### src/rtl/mips_run_monitor_if.sv
// Sample stream from the run monitor to its consumer.
// The head of the FIFO is presented first-word-fall-through.
interface mips_run_monitor_if #(
  parameter int NUM_CH = 2,
  parameter int DATA_W = 32,
  parameter int CNT_W  = 8
);
  logic                     smp_valid;
  logic                     smp_ready;
  logic [NUM_CH*DATA_W-1:0] smp_data;
  logic [CNT_W-1:0]         smp_cycle;
  logic                     smp_last;

  modport master (
    output smp_valid,
    output smp_data,
    output smp_cycle,
    output smp_last,
    input  smp_ready
  );

  modport slave (
    input  smp_valid,
    input  smp_data,
    input  smp_cycle,
    input  smp_last,
    output smp_ready
  );
endinterface

### src/rtl/mips_run_monitor.sv
// Run controller for the pipelined MIPS top: holds the core in reset, runs it for a bounded
// budget, and periodically snapshots watched datapath values into a sample FIFO.
module mips_run_monitor #(
  parameter int NUM_CH        = 2,
  parameter int DATA_W        = 32,
  parameter int RESET_CYCLES  = 2,
  parameter int SAMPLE_PERIOD = 10,
  parameter int MAX_CYCLES    = 200,
  parameter int FIFO_DEPTH    = 16,
  parameter int PASS_CH       = 0
) (
  input  logic                     clk,
  input  logic                     rst,
  input  logic                     start,
  input  logic [NUM_CH*DATA_W-1:0] ch_data,
  input  logic                     expect_en,
  input  logic [DATA_W-1:0]        expect_val,
  output logic                     cpu_rst,
  mips_run_monitor_if.master       smp,
  output logic                     overflow,
  output logic                     busy,
  output logic                     done,
  output logic                     pass,
  output logic                     timeout
);
  localparam int CNT_W = $clog2(MAX_CYCLES);
  localparam int PW    = (SAMPLE_PERIOD > 1) ? $clog2(SAMPLE_PERIOD) : 1;
  localparam int RW    = (RESET_CYCLES > 1) ? $clog2(RESET_CYCLES) : 1;
  localparam int AW    = $clog2(FIFO_DEPTH);
  localparam int SW    = NUM_CH * DATA_W;

  typedef enum logic [2:0] {
    S_IDLE,
    S_RESET,
    S_RUN,
    S_DRAIN,
    S_DONE
  } state_t;

  state_t state, state_nx;

  logic [RW-1:0]    rcnt;
  logic [PW-1:0]    pcnt;
  logic [CNT_W-1:0] kcnt;

  logic [AW:0]      count;
  logic [AW-1:0]    wr_ptr, rd_ptr;
  logic [SW-1:0]    mem_data  [FIFO_DEPTH];
  logic [CNT_W-1:0] mem_cycle [FIFO_DEPTH];
  logic             mem_last  [FIFO_DEPTH];

  logic match, at_budget, term, push, pop, full, push_ok, start_ok, fifo_nonempty;

  always_comb begin
    match         = expect_en && (ch_data[PASS_CH*DATA_W +: DATA_W] == expect_val);
    at_budget     = (kcnt == CNT_W'(MAX_CYCLES - 1));
    term          = (state == S_RUN) && (match || at_budget);
    push          = (state == S_RUN) && ((pcnt == '0) || term);
    fifo_nonempty = (count != '0);
    pop           = fifo_nonempty && smp.smp_ready;
    full          = (count == (AW+1)'(FIFO_DEPTH));
    // a full FIFO still accepts a push when the head leaves on the same edge
    push_ok       = push && (!full || pop);
    start_ok      = start && ((state == S_IDLE) || (state == S_DONE));
  end

  always_comb begin
    state_nx = state;
    case (state)
      S_IDLE, S_DONE: if (start)                              state_nx = S_RESET;
      S_RESET:        if (rcnt == RW'(RESET_CYCLES - 1))      state_nx = S_RUN;
      S_RUN:          if (term)                               state_nx = S_DRAIN;
      S_DRAIN:        if (!fifo_nonempty)                     state_nx = S_DONE;
      default:                                                state_nx = S_IDLE;
    endcase
  end

  always_ff @(posedge clk or negedge rst) begin
    if (!rst) state <= S_IDLE;
    else      state <= state_nx;
  end

  always_ff @(posedge clk or negedge rst) begin
    if (!rst) begin
      rcnt     <= '0;
      pcnt     <= '0;
      kcnt     <= '0;
      pass     <= 1'b0;
      timeout  <= 1'b0;
      overflow <= 1'b0;
    end else if (start_ok) begin
      rcnt     <= '0;
      pcnt     <= '0;
      kcnt     <= '0;
      pass     <= 1'b0;
      timeout  <= 1'b0;
      overflow <= 1'b0;
    end else begin
      if (state == S_RESET) rcnt <= rcnt + 1'b1;
      if (state == S_RUN) begin
        kcnt <= kcnt + 1'b1;
        pcnt <= (pcnt == PW'(SAMPLE_PERIOD - 1)) ? '0 : pcnt + 1'b1;
        if (term) begin
          pass    <= match;
          timeout <= !match;
        end
      end
      if (push && !push_ok) overflow <= 1'b1;
    end
  end

  always_ff @(posedge clk or negedge rst) begin
    if (!rst) begin
      wr_ptr <= '0;
      rd_ptr <= '0;
      count  <= '0;
    end else begin
      if (push_ok) wr_ptr <= wr_ptr + 1'b1;
      if (pop)     rd_ptr <= rd_ptr + 1'b1;
      case ({push_ok, pop})
        2'b10:   count <= count + 1'b1;
        2'b01:   count <= count - 1'b1;
        default: count <= count;
      endcase
    end
  end

  always_ff @(posedge clk) begin
    if (push_ok) begin
      mem_data[wr_ptr]  <= ch_data;
      mem_cycle[wr_ptr] <= kcnt;
      mem_last[wr_ptr]  <= term;
    end
  end

  // storage is not reset, so the head is masked until an entry exists
  always_comb begin
    smp.smp_valid = fifo_nonempty;
    smp.smp_data  = fifo_nonempty ? mem_data[rd_ptr]  : '0;
    smp.smp_cycle = fifo_nonempty ? mem_cycle[rd_ptr] : '0;
    smp.smp_last  = fifo_nonempty ? mem_last[rd_ptr]  : 1'b0;
    cpu_rst       = (state == S_IDLE) || (state == S_RESET);
    busy          = (state == S_RESET) || (state == S_RUN) || (state == S_DRAIN);
    done          = (state == S_DONE);
  end
endmodule
### src/flat_wrapper.sv
// flat-port wrapper written by rule: the top's interface ports become plain ports
module mips_run_monitor_flat 
#(
  parameter int NUM_CH        = 2,
  parameter int DATA_W        = 32,
  parameter int RESET_CYCLES  = 2,
  parameter int SAMPLE_PERIOD = 10,
  parameter int MAX_CYCLES    = 200,
  parameter int FIFO_DEPTH    = 16,
  parameter int PASS_CH       = 0
)
  (clk, rst, start, ch_data, expect_en, expect_val, cpu_rst, overflow, busy, done, pass, timeout, smp_smp_valid, smp_smp_data, smp_smp_cycle, smp_smp_last, smp_smp_ready);
  mips_run_monitor_if #(.NUM_CH(NUM_CH), .DATA_W(DATA_W)) smp_i ();
  input  logic clk;
  input  logic rst;
  input  logic start;
  input  logic [NUM_CH*DATA_W-1:0] ch_data;
  input  logic expect_en;
  input  logic [DATA_W-1:0] expect_val;
  output logic cpu_rst;
  output logic overflow;
  output logic busy;
  output logic done;
  output logic pass;
  output logic timeout;
  output wire logic [$bits(smp_i.smp_valid)-1:0] smp_smp_valid;
  output wire logic [$bits(smp_i.smp_data)-1:0] smp_smp_data;
  output wire logic [$bits(smp_i.smp_cycle)-1:0] smp_smp_cycle;
  output wire logic [$bits(smp_i.smp_last)-1:0] smp_smp_last;
  input wire logic [$bits(smp_i.smp_ready)-1:0] smp_smp_ready;
  assign smp_smp_valid = smp_i.smp_valid;
  assign smp_smp_data = smp_i.smp_data;
  assign smp_smp_cycle = smp_i.smp_cycle;
  assign smp_smp_last = smp_i.smp_last;
  assign smp_i.smp_ready = smp_smp_ready;
  mips_run_monitor #(.NUM_CH(NUM_CH), .DATA_W(DATA_W), .RESET_CYCLES(RESET_CYCLES), .SAMPLE_PERIOD(SAMPLE_PERIOD), .MAX_CYCLES(MAX_CYCLES), .FIFO_DEPTH(FIFO_DEPTH), .PASS_CH(PASS_CH)) u_core (.clk(clk), .rst(rst), .start(start), .ch_data(ch_data), .expect_en(expect_en), .expect_val(expect_val), .cpu_rst(cpu_rst), .smp(smp_i), .overflow(overflow), .busy(busy), .done(done), .pass(pass), .timeout(timeout));
endmodule
### config.mk
export PLATFORM = sky130hd
export DESIGN_NAME = mips_run_monitor_flat
export DESIGN_NICKNAME = d
export VERILOG_FILES = /design/src/rtl/mips_run_monitor_if.sv /design/src/rtl/mips_run_monitor.sv /design/src/flat_wrapper.sv
export SDC_FILE = /design/constraint.sdc
export NUM_CORES = 1
export LEC_CHECK = 0
export CAP_MARGIN = 40
export CORE_ASPECT_RATIO = 0.7
export CORE_MARGIN = 4
export CORE_UTILIZATION = 40
export CTS_CLUSTER_DIAMETER = 60
export DETAILED_ROUTE_END_ITERATION = 8
export PLACE_DENSITY = 0.67
export SYNTH_ARGS = -nofsm -noshare
export SYNTH_HDL_FRONTEND = slang
export SYNTH_SLANG_ARGS = --single-unit
### constraint.sdc
create_clock -name clk -period 15.5 [get_ports clk]
set_clock_uncertainty 0.2 [all_clocks]
set_input_delay 3.1 -clock clk [delete_from_list [all_inputs] [get_ports clk]]
set_output_delay 3.1 -clock clk [all_outputs]
set_load 0.01 [all_outputs]
### Word-level counts from Yosys, hierarchy flattened

Memory sizes are Yosys's and may differ from the RTL's.
Cells that the tools add are included.

| storage, ports and cells | value |
|---|---|
| register bits | 32 |
| RAM bits | 1168 |
| input bits | 101 |
| output and inout bits | 80 |
| word-level logic and storage cells | 88 |
| memories kept | 3 |

Memory list:

| name | depth | bits a word | read ports | clocked after Yosys merged registers in | write ports | line | text |
|---|---|---|---|---|---|---|---|
| u_core.mem_data | 16 | 64 | 1 | 0 | 1 | mips_run_monitor.sv:48 | `logic [SW-1:0] mem_data [FIFO_DEPTH];` |
| u_core.mem_cycle | 16 | 8 | 1 | 0 | 1 | mips_run_monitor.sv:49 | `logic [CNT_W-1:0] mem_cycle [FIFO_DEPTH];` |
| u_core.mem_last | 16 | 1 | 1 | 0 | 1 | mips_run_monitor.sv:50 | `logic mem_last [FIFO_DEPTH];` |

| cells by class | value |
|---|---|
| $add $sub $neg | 7 |
| equal/unequal tests | 14 |
| multiplexer cells | 26 |
| reductions and logical operators | 28 |

Operators with widths:

| kind | count |
|---|---|
| $mux W64 | 1 |
| $eq A32 B32 Y1 | 1 |
| $mux W8 | 3 |
| $mux W1 | 13 |
| $add A4 B1 Y4 const B | 3 |
| $mux W3 | 4 |
| $mux W4 | 3 |
| $pmux W3 S4 | 1 |
| $pmux W5 S2 | 1 |
| $reduce_bool A2 Y1 | 5 |
| $add A8 B1 Y8 const B | 1 |
| $eq A8 B8 Y1 const B | 1 |
| $logic_and A1 B1 Y1 | 7 |
| $logic_or A1 B1 Y1 | 7 |
| $eq A3 B2 Y1 const B | 2 |
| $add A5 B1 Y5 const B | 1 |
| $eq A5 B5 Y1 const B | 1 |
| $reduce_bool A5 Y1 | 1 |
| $sub A5 B1 Y5 const B | 1 |
| $eq A4 B4 Y1 const B | 1 |
| $logic_not A4 Y1 | 1 |
| $ne A2 B1 Y1 const B | 2 |
| $ne A2 B2 Y1 const B | 2 |
| $reduce_and A4 Y1 | 1 |
| 9 further kinds | 11 |

### Logic depth before layout (Yosys ltp)

Gate-level depths: netlist of run 1.

| depth | value |
|---|---|
| depth in word-level cells | 11 |
| mapped depth | 17 |
| mapped depth without buffers | 15 |

### Least setup slack after synthesis of run 1

Ideal clock, no wire load.

| path | value |
|---|---|
| kind | input-to-reg |
| start | input port expect_val[23] |
| end | memory u_core.mem_cycle[0][0], enable pin |
| library setup time | 686 ps |
| data arrival time | 11230 ps |
| required time | 14614 ps |
| slack | 3384 ps |
| stages on the path | 6 |
| buffers on the path | 0 |
| cell sequence | nor2b_1 > a2111oi_0 > and3_1 > nand4_1 > a21oi_2 > nor4bb_1 |

| between the ends | value |
|---|---|
| word-level cells in the longest chain between the ends | 9 |

Ends and longest elaborated chain:

| what | line | text |
|---|---|---|
| from (decl) | flat_wrapper.sv:19 | `input logic [DATA_W-1:0] expect_val;` |
| $eq A32 B32 Y1 | mips_run_monitor.sv:55 | `match = expect_en && (ch_data[PASS_CH*DATA_W +: DATA_W] == expect_val);` |
| $logic_and A1 B1 Y1 | mips_run_monitor.sv:55 |  |
| $logic_or A1 B1 Y1 | mips_run_monitor.sv:57 | `term = (state == S_RUN) && (match \|\| at_budget);` |
| $logic_and A1 B1 Y1 | mips_run_monitor.sv:57 |  |
| $logic_or A1 B1 Y1 | mips_run_monitor.sv:58 | `push = (state == S_RUN) && ((pcnt == '0) \|\| term);` |
| $logic_and A1 B1 Y1 | mips_run_monitor.sv:58 |  |
| $logic_and A1 B1 Y1 | mips_run_monitor.sv:63 | `push_ok = push && (!full \|\| pop);` |
| $mux W1 | mips_run_monitor.sv:129 | `if (push_ok) begin` |
| $mux W1 (implied by the code) | mips_run_monitor.sv:131 | `mem_cycle[wr_ptr] <= kcnt;` |
| to (decl) | mips_run_monitor.sv:49 |  |

Every way passes these cells.

### Worst setup path after layout of run 1

| path | value |
|---|---|
| start | register u_core.rd_ptr[0] |
| end | output port smp_smp_data[26] |

| between the ends | value |
|---|---|
| word-level cells in the longest chain between the ends | 2 |

Ends and longest elaborated chain:

| what | line | text |
|---|---|---|
| from (decl) | mips_run_monitor.sv:47 | `logic [AW-1:0] wr_ptr, rd_ptr;` |
| from (signal assigned) | mips_run_monitor.sv:119 | `if (pop) rd_ptr <= rd_ptr + 1'b1;` |
| $mem_v2 Z16 W64 | n/a |  |
| $mux W64 | mips_run_monitor.sv:139 | `smp.smp_data = fifo_nonempty ? mem_data[rd_ptr] : '0;` |
| to (decl) | flat_wrapper.sv:27 | `output wire logic [$bits(smp_i.smp_data)-1:0] smp_smp_data;` |

Every way passes these cells.

==> reports/qor.csv, run 1 <==
metric;value;unit
placeableCoreArea;115000;um2
critPathCaptureType;primary output;
post-route-period-util;56.2;%
hpwlAfterDp;60.7;mm
post-place-ws;6.66;ns
setup_viol;0;
dpl-instance-area;50600;um2
seq_area_frac_synth;77.2;%
clock_transition_at_the_register_clock_pins_on_the_worst_setup_and_hold_paths_after_cts;0.06;ns
pin_count_of_the_biggest_net_entering_global_routing;124;
post-route-drc-count;0;
finalHoldViolations;0;
grt_util_all_layers;17.3;%
ctsRootBufferMaster;sky130_fd_sc_hd__clkbuf_16;
avgSynthCellArea;23.9;um2
tritoncts.num_buffers;109;
finalCriticalPeriod;8.71;ns
data_arrival_time_of_the_critical_path;5.41;ns
worst-endpoint-required;12.20;ns
leakage;16.8;nW
drv_slew;0;
grt_pass1_vias;21875;
syn-num-nets;2057;
r2r_cells;8;
synth-edff-count;1168;
vias_per_cell;5.55;
global_route.overflow_total;0;
dieWidth;415;um
route.vias.total;21232;
detailedRoute.firstIterationViolations;2559;
ctsHtreeMaxLevel;3;
worst_slew_margin_rel;25.3;%
synth_flop_cell;sky130_fd_sc_hd__edfxtp_1;
gp_congestion;0.749;
post_drt_wl_per_cell;27.5;um
finalWorstSetupSlack;6.79;ns
io_buffer_count;180;
antenna_violations_before_repair;9;
grt_pass1_wl;154;mm
flow.area_growth_from_synthesis;16.4;%
timing.max_cap.violations;0;
cts_post_setup_buffers_inserted;0;
post_route_cells_drive_above_1_share;26.0;%
worst_pin_slew;1.12;ns
ios;181;
die_area;122000;um2
path_max_fanout;123;
floorplan.rows;104;
first_pass_iters;5;
fin_tns_setup;0;ns
hold_path_class;reg -> reg;
clock_tree_from_tritoncts;yes;
postCtsHoldBufs;0;
final_cells;3826;
syn-instance-count;1947;
synth.ff_latch_count;1200;
postRouteAntennaNets;0;
synth.lib_cells_used.distinct;47;
synthArstFlopShare;2.67;%
synthesis.area;46500;um2
power.ir.vdd_worst;106;uV
power-per-cell-area;175;nW/um2
number_of_placed_instances_with_taps_included;3617;
setup.worst_path.start_class;register;
fill_cells;9191;
cts.path.max_buffers;3;
floorplan.die.height;293;um
final_nets;2301;
post_cts_resize_count;0;
worst_hold_path.num_cells;1;
insertion_delay;0.70;ns
design_area;54100;um2
critPathKind;reg -> out;
run_status;finished clean;
rsz0062_at_grt;false;
initial_core_util;40.4;%
clock.fmax;0.115;GHz
cts.sinks;1200;
wl;105;mm
synth.yosys.warnings;0;
-- cell usage after synthesis (8+ instances only) --
master | n | area [um2]
sky130_fd_sc_hd__nor2b_1 | 8 | 50.1
sky130_fd_sc_hd__inv_1 | 12 | 45.0
sky130_fd_sc_hd__edfxtp_1 | 1168 | 35100
sky130_fd_sc_hd__mux4_2 | 365 | 8220
sky130_fd_sc_hd__nand3_1 | 9 | 45.0
sky130_fd_sc_hd__nand2_1 | 14 | 52.6
sky130_fd_sc_hd__buf_6 | 10 | 113
sky130_fd_sc_hd__xnor2_1 | 30 | 263
sky130_fd_sc_hd__xor2_1 | 16 | 140
sky130_fd_sc_hd__nand4_1 | 8 | 50.1
sky130_fd_sc_hd__buf_2 | 10 | 50.1
sky130_fd_sc_hd__buf_4 | 20 | 150
sky130_fd_sc_hd__ha_1 | 9 | 113
sky130_fd_sc_hd__and3_1 | 11 | 68.8
sky130_fd_sc_hd__dfrtp_1 | 32 | 801
sky130_fd_sc_hd__nor2_1 | 29 | 109
sky130_fd_sc_hd__clkbuf_1 | 46 | 173
sky130_fd_sc_hd__and2_1 | 76 | 475
sky130_fd_sc_hd__buf_1 | 14 | 52.6
-- cells by family after synthesis --
logic type               Yosys count  synth area share [%]
flip-flops                      1200                  77.2
multiplexers                     368                  17.8
AND/OR/NAND/NOR                  182                  2.26
buffers and inverters            112                  1.25
XOR/XNOR                          46                 0.867
AO/OA/AOI/OAI                     30                 0.452
adder cells (fa/ha/maj)            9                 0.242
-- sequential cells by signal, indices dropped and copies added, names as in the netlist --
register	count
u_core.mem_cycle	128
u_core.wr_ptr	4
u_core.overflow	1
u_core.count	5
u_core.pass	1
u_core.state	3
u_core.rcnt	1
u_core.mem_data	1024
u_core.pcnt	4
u_core.kcnt	8
u_core.rd_ptr	4
u_core.mem_last	16
u_core.timeout	1
-- critical path: stages (launching register included) --
cell                              delay [ns]
sky130_fd_sc_hd__dfrtp_4                0.70
sky130_fd_sc_hd__buf_16                 0.30
sky130_fd_sc_hd__buf_12                 0.70
sky130_fd_sc_hd__buf_4                  0.80
sky130_fd_sc_hd__mux4_2                 0.61
sky130_fd_sc_hd__mux4_2                 0.55
sky130_fd_sc_hd__and2_1                 0.21
sky130_fd_sc_hd__clkdlybuf4s50_1        0.50
-- area by class of cell --
type / instances / area, um2 / area share [%]
clock buffer: 138 / 2880 / 5.32
timing repair buffer: 233 / 2640 / 4.87
inverter: 12 / 46.3 / 0.0855
sequential: 1200 / 35900 / 66.3
clock inverter: 65 / 616 / 1.14
multi-input combinational: 635 / 10100 / 18.7
tap: 1537 / 1920 / 3.55
antenna: 6 / 15.0 / 0.0277
-- layer usage --
layer  track usage [%]  routed length [um]  part of all wire, %
met2              27.1               50600                   48
met3              4.01                8330                  7.9
met5                 0                   7               0.0067
met1              25.1               44500                   42
met4              3.54                1610                  1.5
-- where the power goes --
part | switching (mW) | internal, mW
registers | 0.149 | 3.74
logic | 1.37 | 1.58
clock network | 1.17 | 1.44
-- stage by stage --
step | total power [mW] | util [%] | hold slack, ns
2_1_floorplan | 5.80 | - | 0.256
3_3_place_gp | 6.87 | 43.4 | 0.286
3_5_place_dp | 6.98 | 43.9 | 0.293
4_1_cts | 9.60 | 47.0 | 0.307
5_1_grt | 9.88 | 47.0 | 0.348
6_report | 9.45 | 47.0 | 0.299
-- cells in the final DEF (no fill, tap or decap), drive strengths merged, types with 4 or more instances in the layout --
cell type      netlist  routed
edfxtp            1168    1168
mux4               365     365
clkdlybuf4s50        0     180
clkbuf              46     138
and2                76      76
buf                 54      53
clkinv               0      52
dfrtp               32      32
xnor2               30      30
nor2                29      29
xor2                16      16
inv                 12      15
nand2               14      14
and3                11      11
nand3                9       9
ha                   9       9
nand4                8       8
nor2b                8       8
a21oi                8       8
nand2b               7       7
bufinv               0       7
diode                0       6
and4b                5       5
o21ai                5       5
nor3                 4       4
-- worst paths after layout --
kind | start | endpoint | slack (ns)
max in group asynchronous | rst | u_core.rd_ptr[3] | 12.15
worst min-delay path | u_core.count[4] | u_core.count[4] | 0.30
min in group asynchronous | rst | u_core.rd_ptr[1] | 2.60
worst min register to register | u_core.count[4] | u_core.count[4] | 0.30
worst max-delay path | u_core.rd_ptr[0] | smp_smp_data[26] | 6.79
worst max register to register | u_core.kcnt[0] | u_core.mem_data[0][43] | 10.54
(Power assumes the default switching activity.)
==> run 2, diff against run 1 <==
==> constraint.sdc (replaced) <==
create_clock -name clk -period 9 [get_ports clk]
set_clock_uncertainty 0.2 [all_clocks]
set_input_delay 1.8 -clock clk [delete_from_list [all_inputs] [get_ports clk]]
set_output_delay 1.8 -clock clk [all_outputs]
set_load 0.01 [all_outputs]
==> reports/qor.csv, run 2 (synthesis gave the netlist of run 1 again) <==
metric;value;unit
vias_per_cell;5.53;
finalHoldViolations;0;
cts.path.max_buffers;3;
drv_slew;0;
power.ir.vdd_worst;289;uV
critPathKind;reg -> out;
worst_pin_slew;1.17;ns
max_reg_flops;1024;
power-per-cell-area;301;nW/um2
r2r_cells;16;
worst_slew_margin_rel;22.3;%
tritoncts.num_buffers;109;
post_route_cells_drive_above_1_share;26.0;%
design_area;53700;um2
run_status;finished clean;
post-route-drc-count;0;
timing.rr.end;u_core.count[4];
pin_count_of_the_biggest_net_entering_global_routing;162;
postRouteAntennaNets;0;
placeableCoreArea;115000;um2
leakage;16.7;nW
postCtsHoldBufs;0;
dieWidth;415;um
combinational_fraction_of_design_power;30.6;%
post-route-period-util;74.6;%
ctsHtreeMaxLevel;3;
timing.reg2reg.setup_slack;4.28;ns
cts_post_setup_buffers_inserted;0;
worst_hold_path.num_cells;1;
grt_util_all_layers;17.0;%
largest-register;u_core.mem_data;
post_cts_resize_count;0;
data_arrival_time_of_the_critical_path;4.72;ns
floorplan.die.height;293;um
hold_ws;0.288;ns
critPathCaptureType;primary output;
grt_pass1_wl;153;mm
clock.fmax;0.149;GHz
finalCoreUtilization;46.6;%
antenna_violations_before_repair;6;
timing.max_cap.violations;0;
detailedRoute.firstIterationViolations;2541;
cts.sinks;1200;
hpwlAfterDp;59.1;mm
clock_transition_at_the_register_clock_pins_on_the_worst_setup_and_hold_paths_after_cts;0.06;ns
top_regs;u_core.mem_data: 1024 flops, u_core.mem_cycle: 128 flops, u_core.mem_last: 16 flops;
critPathBufInv;3;
first_pass_iters;5;
rsz0062_at_grt;false;
clockPowerShare;27.9;%
worst-endpoint-required;7.00;ns
crit_path_top_delay_cell;sky130_fd_sc_hd__dfrtp_4;
worst_path_largest_cell_delay;0.89;ns
cell_internal_pwr;11.6;mW
path_cells;buf_4, buf_4, mux4_2, mux4_2, and2_1, clkdlybuf4s50_1;
power.sequential.fraction;41.5;%
critPathLaunch;u_core.rd_ptr[0];
power_switching;4.61;mW
setup_viol;0;
dpl-instance-area;50200;um2
critical_path.endpoint;smp_smp_data[33];
critical_path_cell_count;6;
setup.worst_path.start_class;register;
route.vias.total;21131;
die_area;122000;um2
finalCriticalPeriod;6.72;ns
gp_congestion;0.756;
final_nets;2297;
ios;181;
post_drt_wl_per_cell;27.0;um
insertion_delay;0.72;ns
initial_core_util;40.4;%
io_buffer_count;180;
clock_tree_from_tritoncts;yes;
hold_path_class;reg -> reg;
grt_pass1_vias;22042;
fin_tns_setup;0;ns
netSwitchingFraction;28.5;%
ctsRootBufferMaster;sky130_fd_sc_hd__clkbuf_16;
path_max_fanout;34;
reg2reg_from;u_core.kcnt[0];
floorplan.rows;104;
critical_path.top_delay_family;buffers and inverters;
wl;103;mm
layout.cells.most_common;sky130_fd_sc_hd__edfxtp_1;
global_route.overflow_total;0;
layout.cells.most_common_list;sky130_fd_sc_hd__edfxtp_1, sky130_fd_sc_hd__mux4_2, sky130_fd_sc_hd__clkdlybuf4s50_1, sky130_fd_sc_hd__clkbuf_16, sky130_fd_sc_hd__and2_1;
flow.area_growth_from_synthesis;15.6;%
==> run 2: worst min-delay path by stage <==
stage                    start               to  slack [ns]
5_1_grt        u_core.count[4]  u_core.count[4]        0.31
3_3_place_gp   u_core.count[4]  u_core.count[4]        0.28
3_5_place_dp   u_core.count[4]  u_core.count[4]        0.28
4_1_cts        u_core.count[4]  u_core.count[4]        0.29
2_1_floorplan  u_core.count[4]  u_core.count[4]        0.26
6_report       u_core.count[4]  u_core.count[4]        0.29
==> run 2: layer usage <==
layer,global-route usage (%),part of all wire (%),vias up
met1,24.8,43,11419
li1,-,-,8763
met5,0,0.012,-
met3,3.42,7.2,150
met4,4.12,2.0,2
met2,26.8,48,797
==> run 2: final cells by class <==
cell class / count / area, um2
antenna: 4 / 10.0
multi-input combinational: 635 / 10100
inverter: 12 / 45.0
clock inverter: 69 / 661
timing repair buffer: 229 / 2260
tap: 1537 / 1920
fill: 9243 / 61400
clock buffer: 134 / 2820
sequential: 1200 / 35900
==> run 2: power by group through the flow <==
| stage | Sequential (mW) | Combinational, mW | Clock, mW |
|---|---|---|---|
| 2_1_floorplan | 6.64 | 3.35 | 0 |
| 3_3_place_gp | 6.82 | 5.04 | 0 |
| 3_5_place_dp | 6.85 | 5.07 | 0 |
| 4_1_cts | 6.73 | 5.10 | 4.61 |
| 5_1_grt | 6.76 | 5.29 | 4.87 |
| 6_report | 6.72 | 4.95 | 4.52 |
==> run 2: per-stage QoR <==
step | power [mW] | std cells | setup WS [ns]
6_report | 16.2 | 3820 | 2.28
5_1_grt | 16.9 | 3818 | 1.91
4_1_cts | 16.4 | 3816 | 2.08
3_5_place_dp | 11.9 | 3613 | 1.89
3_3_place_gp | 11.9 | 3610 | 1.92
2_1_floorplan | 9.99 | 1947 | 1.07
